### src/rtl/pipe_ctrl_pkg.sv
// Shared types for the pipeline hazard control slice: FSM state encoding and
// register-index type with the hard-wired zero register constant.
package pipe_ctrl_pkg;

    typedef enum logic [1:0] {
        RUN      = 2'd0,
        MEM_WAIT = 2'd1,
        TIMEOUT  = 2'd2
    } state_t;

    typedef logic [4:0] reg_idx_t;

    localparam reg_idx_t X0 = 5'd0;

endpackage

### src/rtl/pipe_hazard_sequencer_if.sv
// Hazard inputs and pipeline-control outputs of the sequencer.
// Optional PIPE_PERF_CNT_EN adds the three 32-bit performance counters.
interface pipe_hazard_sequencer_if;
    import pipe_ctrl_pkg::*;

    reg_idx_t    IF_ID_rs1;
    reg_idx_t    IF_ID_rs2;
    reg_idx_t    ID_EX_rd;
    logic        ID_EX_memRead;
    logic        EX_branch_taken;
    logic        dmem_req;
    logic        dmem_ready;

    logic        pc_en;
    logic        if_id_en;
    logic        id_ex_en;
    logic        ex_mem_en;
    logic        mem_wb_en;
    logic        if_id_flush;
    logic        id_ex_bubble;
    logic        mem_timeout;
    logic [1:0]  state_dbg;

`ifdef PIPE_PERF_CNT_EN
    logic [31:0] stall_cycles;
    logic [31:0] flush_count;
    logic [31:0] freeze_cycles;

    modport master (
        output IF_ID_rs1, IF_ID_rs2, ID_EX_rd, ID_EX_memRead,
               EX_branch_taken, dmem_req, dmem_ready,
        input  pc_en, if_id_en, id_ex_en, ex_mem_en, mem_wb_en,
               if_id_flush, id_ex_bubble, mem_timeout, state_dbg,
               stall_cycles, flush_count, freeze_cycles
    );

    modport slave (
        input  IF_ID_rs1, IF_ID_rs2, ID_EX_rd, ID_EX_memRead,
               EX_branch_taken, dmem_req, dmem_ready,
        output pc_en, if_id_en, id_ex_en, ex_mem_en, mem_wb_en,
               if_id_flush, id_ex_bubble, mem_timeout, state_dbg,
               stall_cycles, flush_count, freeze_cycles
    );
`else
    modport master (
        output IF_ID_rs1, IF_ID_rs2, ID_EX_rd, ID_EX_memRead,
               EX_branch_taken, dmem_req, dmem_ready,
        input  pc_en, if_id_en, id_ex_en, ex_mem_en, mem_wb_en,
               if_id_flush, id_ex_bubble, mem_timeout, state_dbg
    );

    modport slave (
        input  IF_ID_rs1, IF_ID_rs2, ID_EX_rd, ID_EX_memRead,
               EX_branch_taken, dmem_req, dmem_ready,
        output pc_en, if_id_en, id_ex_en, ex_mem_en, mem_wb_en,
               if_id_flush, id_ex_bubble, mem_timeout, state_dbg
    );
`endif

endinterface

### src/rtl/load_use_detect.sv
// Combinational load-use hazard compare: the load in EX writes a register
// that the instruction in ID reads. Writes to x0 never create a hazard.
module load_use_detect
    import pipe_ctrl_pkg::*;
(
    input  reg_idx_t i_rs1,
    input  reg_idx_t i_rs2,
    input  reg_idx_t i_ex_rd,
    input  logic     i_ex_mem_read,
    output logic     o_load_use
);

    assign o_load_use = i_ex_mem_read && (i_ex_rd != X0) &&
                        ((i_rs1 == i_ex_rd) || (i_rs2 == i_ex_rd));

endmodule

### src/rtl/pipe_hazard_sequencer.sv
// Stall/flush sequencer: memory freeze > branch flush > load-use stall, with a
// memory-wait FSM and sticky timeout. PIPE_PERF_CNT_EN adds perf counters.
module pipe_hazard_sequencer
    import pipe_ctrl_pkg::*;
#(
    parameter int WAIT_W   = 8,
    parameter int MAX_WAIT = 255
) (
    input  logic                    clk,
    input  logic                    rst,
    pipe_hazard_sequencer_if.slave  hz_if
);

    state_t              r_state;
    logic [WAIT_W-1:0]   r_wait_cnt;

    logic                w_load_use;
    logic                w_freeze;
    logic                w_hold_all;
    logic                w_flush;
    logic                w_stall;
    logic                w_limit;
    logic [WAIT_W-1:0]   w_frozen_total;

    load_use_detect u_load_use_detect (
        .i_rs1         (hz_if.IF_ID_rs1),
        .i_rs2         (hz_if.IF_ID_rs2),
        .i_ex_rd       (hz_if.ID_EX_rd),
        .i_ex_mem_read (hz_if.ID_EX_memRead),
        .o_load_use    (w_load_use)
    );

    // w_frozen_total counts frozen cycles of this access including the current one.
    always_comb begin
        w_freeze = ((r_state == RUN) && hz_if.dmem_req && !hz_if.dmem_ready) ||
                   ((r_state == MEM_WAIT) && !hz_if.dmem_ready);
        if (r_state == RUN)
            w_frozen_total = WAIT_W'(1);
        else if (r_wait_cnt == {WAIT_W{1'b1}})
            w_frozen_total = r_wait_cnt;
        else
            w_frozen_total = r_wait_cnt + WAIT_W'(1);
        w_limit    = (w_frozen_total >= WAIT_W'(MAX_WAIT));
        w_hold_all = rst || (r_state == TIMEOUT) || w_freeze;
        w_flush    = !w_hold_all && hz_if.EX_branch_taken;
        w_stall    = !w_hold_all && !hz_if.EX_branch_taken && w_load_use;
    end

    always_ff @(posedge clk) begin
        if (rst) begin
            r_state    <= RUN;
            r_wait_cnt <= '0;
        end else begin
            case (r_state)
                RUN: begin
                    if (w_freeze) begin
                        r_state    <= w_limit ? TIMEOUT : MEM_WAIT;
                        r_wait_cnt <= w_frozen_total;
                    end
                end
                MEM_WAIT: begin
                    if (hz_if.dmem_ready) begin
                        r_state    <= RUN;
                        r_wait_cnt <= '0;
                    end else begin
                        r_state    <= w_limit ? TIMEOUT : MEM_WAIT;
                        r_wait_cnt <= w_frozen_total;
                    end
                end
                TIMEOUT: r_state <= TIMEOUT;
                default: begin
                    r_state    <= RUN;
                    r_wait_cnt <= '0;
                end
            endcase
        end
    end

    assign hz_if.pc_en        = !w_hold_all && !w_stall;
    assign hz_if.if_id_en     = !w_hold_all && !w_stall;
    assign hz_if.id_ex_en     = !w_hold_all;
    assign hz_if.ex_mem_en    = !w_hold_all;
    assign hz_if.mem_wb_en    = !w_hold_all;
    assign hz_if.if_id_flush  = w_flush;
    assign hz_if.id_ex_bubble = w_flush || w_stall;
    assign hz_if.mem_timeout  = !rst && (r_state == TIMEOUT);
    assign hz_if.state_dbg    = rst ? RUN : r_state;

`ifdef PIPE_PERF_CNT_EN
    logic [31:0] r_stall_cycles;
    logic [31:0] r_flush_count;
    logic [31:0] r_freeze_cycles;

    always_ff @(posedge clk) begin
        if (rst) begin
            r_stall_cycles  <= '0;
            r_flush_count   <= '0;
            r_freeze_cycles <= '0;
        end else begin
            if (w_stall)
                r_stall_cycles <= r_stall_cycles + 32'd1;
            if (w_flush)
                r_flush_count <= r_flush_count + 32'd1;
            if (w_hold_all)
                r_freeze_cycles <= r_freeze_cycles + 32'd1;
        end
    end

    assign hz_if.stall_cycles  = r_stall_cycles;
    assign hz_if.flush_count   = r_flush_count;
    assign hz_if.freeze_cycles = r_freeze_cycles;
`endif

endmodule

### src/flat_wrapper.sv
// flat-port wrapper written by rule: the top's interface ports become plain ports
module pipe_hazard_sequencer_flat import pipe_ctrl_pkg::*;
#(
    parameter int WAIT_W   = 8,
    parameter int MAX_WAIT = 255
)
  (clk, rst, hz_if_IF_ID_rs1, hz_if_IF_ID_rs2, hz_if_ID_EX_rd, hz_if_ID_EX_memRead, hz_if_EX_branch_taken, hz_if_dmem_req, hz_if_dmem_ready, hz_if_pc_en, hz_if_if_id_en, hz_if_id_ex_en, hz_if_ex_mem_en, hz_if_mem_wb_en, hz_if_if_id_flush, hz_if_id_ex_bubble, hz_if_mem_timeout, hz_if_state_dbg);
  pipe_hazard_sequencer_if hz_if_i ();
  input  logic clk;
  input  logic rst;
  input wire logic [$bits(hz_if_i.IF_ID_rs1)-1:0] hz_if_IF_ID_rs1;
  input wire logic [$bits(hz_if_i.IF_ID_rs2)-1:0] hz_if_IF_ID_rs2;
  input wire logic [$bits(hz_if_i.ID_EX_rd)-1:0] hz_if_ID_EX_rd;
  input wire logic [$bits(hz_if_i.ID_EX_memRead)-1:0] hz_if_ID_EX_memRead;
  input wire logic [$bits(hz_if_i.EX_branch_taken)-1:0] hz_if_EX_branch_taken;
  input wire logic [$bits(hz_if_i.dmem_req)-1:0] hz_if_dmem_req;
  input wire logic [$bits(hz_if_i.dmem_ready)-1:0] hz_if_dmem_ready;
  output wire logic [$bits(hz_if_i.pc_en)-1:0] hz_if_pc_en;
  output wire logic [$bits(hz_if_i.if_id_en)-1:0] hz_if_if_id_en;
  output wire logic [$bits(hz_if_i.id_ex_en)-1:0] hz_if_id_ex_en;
  output wire logic [$bits(hz_if_i.ex_mem_en)-1:0] hz_if_ex_mem_en;
  output wire logic [$bits(hz_if_i.mem_wb_en)-1:0] hz_if_mem_wb_en;
  output wire logic [$bits(hz_if_i.if_id_flush)-1:0] hz_if_if_id_flush;
  output wire logic [$bits(hz_if_i.id_ex_bubble)-1:0] hz_if_id_ex_bubble;
  output wire logic [$bits(hz_if_i.mem_timeout)-1:0] hz_if_mem_timeout;
  output wire logic [$bits(hz_if_i.state_dbg)-1:0] hz_if_state_dbg;
  assign hz_if_i.IF_ID_rs1 = hz_if_IF_ID_rs1;
  assign hz_if_i.IF_ID_rs2 = hz_if_IF_ID_rs2;
  assign hz_if_i.ID_EX_rd = hz_if_ID_EX_rd;
  assign hz_if_i.ID_EX_memRead = hz_if_ID_EX_memRead;
  assign hz_if_i.EX_branch_taken = hz_if_EX_branch_taken;
  assign hz_if_i.dmem_req = hz_if_dmem_req;
  assign hz_if_i.dmem_ready = hz_if_dmem_ready;
  assign hz_if_pc_en = hz_if_i.pc_en;
  assign hz_if_if_id_en = hz_if_i.if_id_en;
  assign hz_if_id_ex_en = hz_if_i.id_ex_en;
  assign hz_if_ex_mem_en = hz_if_i.ex_mem_en;
  assign hz_if_mem_wb_en = hz_if_i.mem_wb_en;
  assign hz_if_if_id_flush = hz_if_i.if_id_flush;
  assign hz_if_id_ex_bubble = hz_if_i.id_ex_bubble;
  assign hz_if_mem_timeout = hz_if_i.mem_timeout;
  assign hz_if_state_dbg = hz_if_i.state_dbg;
  pipe_hazard_sequencer #(.WAIT_W(WAIT_W), .MAX_WAIT(MAX_WAIT)) u_core (.clk(clk), .rst(rst), .hz_if(hz_if_i));
endmodule
### config.mk
export PLATFORM = sky130hd
export DESIGN_NAME = pipe_hazard_sequencer_flat
export DESIGN_NICKNAME = d
export VERILOG_FILES = /design/src/rtl/pipe_ctrl_pkg.sv /design/src/rtl/pipe_hazard_sequencer_if.sv /design/src/rtl/load_use_detect.sv /design/src/rtl/pipe_hazard_sequencer.sv /design/src/flat_wrapper.sv
export SDC_FILE = /design/constraint.sdc
export NUM_CORES = 1
export LEC_CHECK = 0
export CORE_MARGIN = 2
export CORE_UTILIZATION = 49
export DETAILED_ROUTE_END_ITERATION = 8
export GPL_ROUTABILITY_DRIVEN = 0
export PLACE_DENSITY = 0.92
export REMOVE_ABC_BUFFERS = 1
export SLEW_MARGIN = 20
export SYNTH_ARGS = -nofsm -noshare
export SYNTH_HDL_FRONTEND = slang
export SYNTH_SLANG_ARGS = --single-unit
### constraint.sdc
create_clock -name clk -period 5.4 [get_ports clk]
set_input_delay 1.08 -clock clk [delete_from_list [all_inputs] [get_ports clk]]
set_output_delay 1.08 -clock clk [all_outputs]
set_load 0.03 [all_outputs]
==> run summary <==
Synth Area in Compound Gates = 0.246
Adder-Cell Fraction of Synth Area = 0.0130
CTS tree = built
Synth async-reset ratio = 0
I/O pin total = 31
TritonCTS sink count = 10
Hold-fix buffers, CTS = 0
M1 WL = 962 µm
Seq/Total Area, Yosys = 0.208
Critical Path Source Type = primary input
Status = complete, no violations
Yosys cell types = 44
Fin Clk Skew = 10.9 ps
H-tree levels = 1
CP Data Arrival Time = 3370 ps
Part of the power in combinational logic = 0.300
Total grt overflow = 0
LEAKAGE = 0.000408 µW
Largest fanout on the critical path = 3
Pre-CTS setup slack = 959 ps
Max Buffers Root-to-Sink = 2
Routed wire length on met3 = 300 µm
Worst-Margin Slew = 617 ps
Initial core utilization = 0.506
Flops & latches, synth = 10
Mapped Cells = 127
Average wire per standard cell = 14.5 µm
Peak supply drop = 0.183 mV
Tot Pwr = 181 µW
Initial antenna violation count = 0
First-pass GRT wire length = 4320 µm
Antenna cells = 0
Root Buffer Master = clkbuf_4
CP dominant cell by count = clkdlybuf4s50_1
Syn. warnings = 0
Skew-Pair Late Insertion Delay = 260 ps
1st-pass router iterations = 4
Crit path time final = 4450 ps
Number of synthesized flops with an enable pin = 0
Final setup violation count = 0
Setup TNS = 0 ps
Die height = 48.3 µm
TritonCTS buffer count = 3
Final Hold Fails = 0
Largest net degree at the start of global routing = 13
Clk pwr share = 0.271
Fraction of layout cells with a size suffix above 1 = 0.0811
Pwr/cell area = 148 mW/mm²
Nets = 172
Cell-internal power = 129 µW
DR iter-0 viols = 53
Synth-to-Final Area Change = 26.5%
Flop pwr share = 0.429
Die area = 0.00233 mm²
Relative slew slack = 0.589
RSZ-0062 raised after global routing = no
Vias in the first global route = 978
FMAX = 225 MHz
Commonest cells after routing, fill and taps aside = clkdlybuf4s50_1 (30), a21oi_1 (15), dfxtp_1 (10)
Synth Flop Type = dfxtp_1
Number of fill cells in the layout = 153
Most common cell after layout, fill and taps aside = clkdlybuf4s50_1
Placed insts = 172
Clock-pin slew on the worst setup and hold paths = 60 ps
Number of setup buffers added after CTS = 0
Finished Layout Cells = 175
Post-cts sizing count = 0
Total length of routed wires = 2540 µm
Cell Rows = 16
Crit-path max cell delay = 720 ps
Max Slew Vio Count = 0
Post-DRT Antenna Nets = 0
CP endpoint kind = output port
Post-Syn Area per Cell = 7.58 µm²
Top layer in use = met4
All-Layer GR Usage = 0.228
Multiplexer area fraction after synthesis = 0
Largest family of logic cells by synthesized area = simple AND/OR/NAND/NOR gates
Port Buffers = 30
DR DRC count = 0
Via-per-instance ratio = 6.09
CP Cell Sequence = clkdlybuf4s50_1, or4_1, o21ai_0, a21oi_1, a21boi_0, clkdlybuf4s50_1
Xor/xnor share of the synthesized area = 0.100
Critical path class = primary input to output port
Synth Area in Simple Gates = 0.312
Met2 routed WL = 1240 µm
Net Sw Power = 51.7 µW
Post-route clock period utilization = 0.825
Slowest CP cell = clkdlybuf4s50_1
Worst Setup Slack, final = 947 ps
Vias = 1065
Hold Path Class = register to register
WP data required = 4320 ps
Die width = 48.3 µm
Net Sw Frac = 0.286
Syn Std Cell Area = 962 µm²
Placed wire-length estimate = 1970 µm
Max cap viols = 0
Core region area = 0.00190 mm²
[final timing paths]
| path | to | startpoint | depth (start not counted) | slack, ps |
|---|---|---|---|---|
| min reg2reg | u_core.r_wait_cnt[6] | u_core.r_wait_cnt[6] | 2 | 580 |
| max | hz_if_if_id_en | hz_if_ID_EX_rd[0] | 6 | 950 |
| min | u_core.r_wait_cnt[6] | u_core.r_wait_cnt[6] | 2 | 580 |
| max reg2reg | u_core.r_state[1] | u_core.r_wait_cnt[0] | 6 | 3190 |
[critical path, delay by kind of cell]
kind,cells,cell delay [ps]
and+or+nand+nor,1,550
buffers and inverters,2,1210
AOI/OAI and AO/OA,3,520
[synthesized netlist by cell type (3+ instances only)]
| cell type | count | area (µm²) |
|---|---|---|
| a31oi_1 | 3 | 18.8 |
| nand2_1 | 7 | 26.3 |
| a21oi_1 | 15 | 75.1 |
| xor2_1 | 6 | 52.6 |
| xnor2_1 | 5 | 43.8 |
| nor3_1 | 9 | 45.0 |
| buf_4 | 5 | 37.5 |
| nand3_1 | 6 | 30.0 |
| inv_1 | 4 | 15.0 |
| dfxtp_1 | 10 | 200 |
| nor2b_1 | 3 | 18.8 |
| nor2_1 | 7 | 26.3 |
| o21ai_0 | 5 | 25.0 |
[layer usage]
metal / GRT usage / up-vias
met3: 0.0957 / 6
met1: 0.258 / 488
met2: 0.396 / 61
met5: 0 / -
met4: 0.0619 / 0
li1: - / 510
[logic make-up after synthesis]
logic type                 count (synthesis)
xor gates and xnor gates                  11
DFF                                       10
AOI/OAI and AO/OA                         36
buffers and inverters                     16
adders and majority gates                  1
and+or+nand+nor                           53
[final cells by class]
class | count | area (µm²) | area share
Multi-Input combinational cell | 101 | 646 | 0.530
Timing Repair Buffer | 30 | 300 | 0.247
Sequential cell | 10 | 200 | 0.164
Tap cell | 27 | 33.8 | 0.0277
Clock buffer | 3 | 22.5 | 0.0185
Inverter | 4 | 15.0 | 0.0123
[per-stage QoR]
| stage | hold WS (ps) | util | instance area [µm²] |
|---|---|---|---|
| finish | 579 | 0.640 | 1220 |
| detailed placement | 561 | 0.628 | 1190 |
| global placement | 543 | 0.628 | 1190 |
| floorplan | 507 | - | 861 |
| CTS | 571 | 0.640 | 1220 |
| global route | 633 | 0.640 | 1220 |
[power groups by stage]
stage | logic [µW] | registers [µW] | clock network, µW
after floorplan | 25.6 | 78.2 | 0
after global placement | 52.2 | 78.7 | 0
after detailed placement | 53.9 | 79.0 | 0
after CTS | 54.1 | 77.3 | 51.2
after global routing | 58.0 | 77.6 | 55.7
final | 54.2 | 77.5 | 48.9
[sequential cells by signal, indices dropped and copies added (netlist names)]
register / cells
u_core.r_wait_cnt: 8
u_core.r_state: 2
No activity file was read; power rests on OpenSTA's default activity.
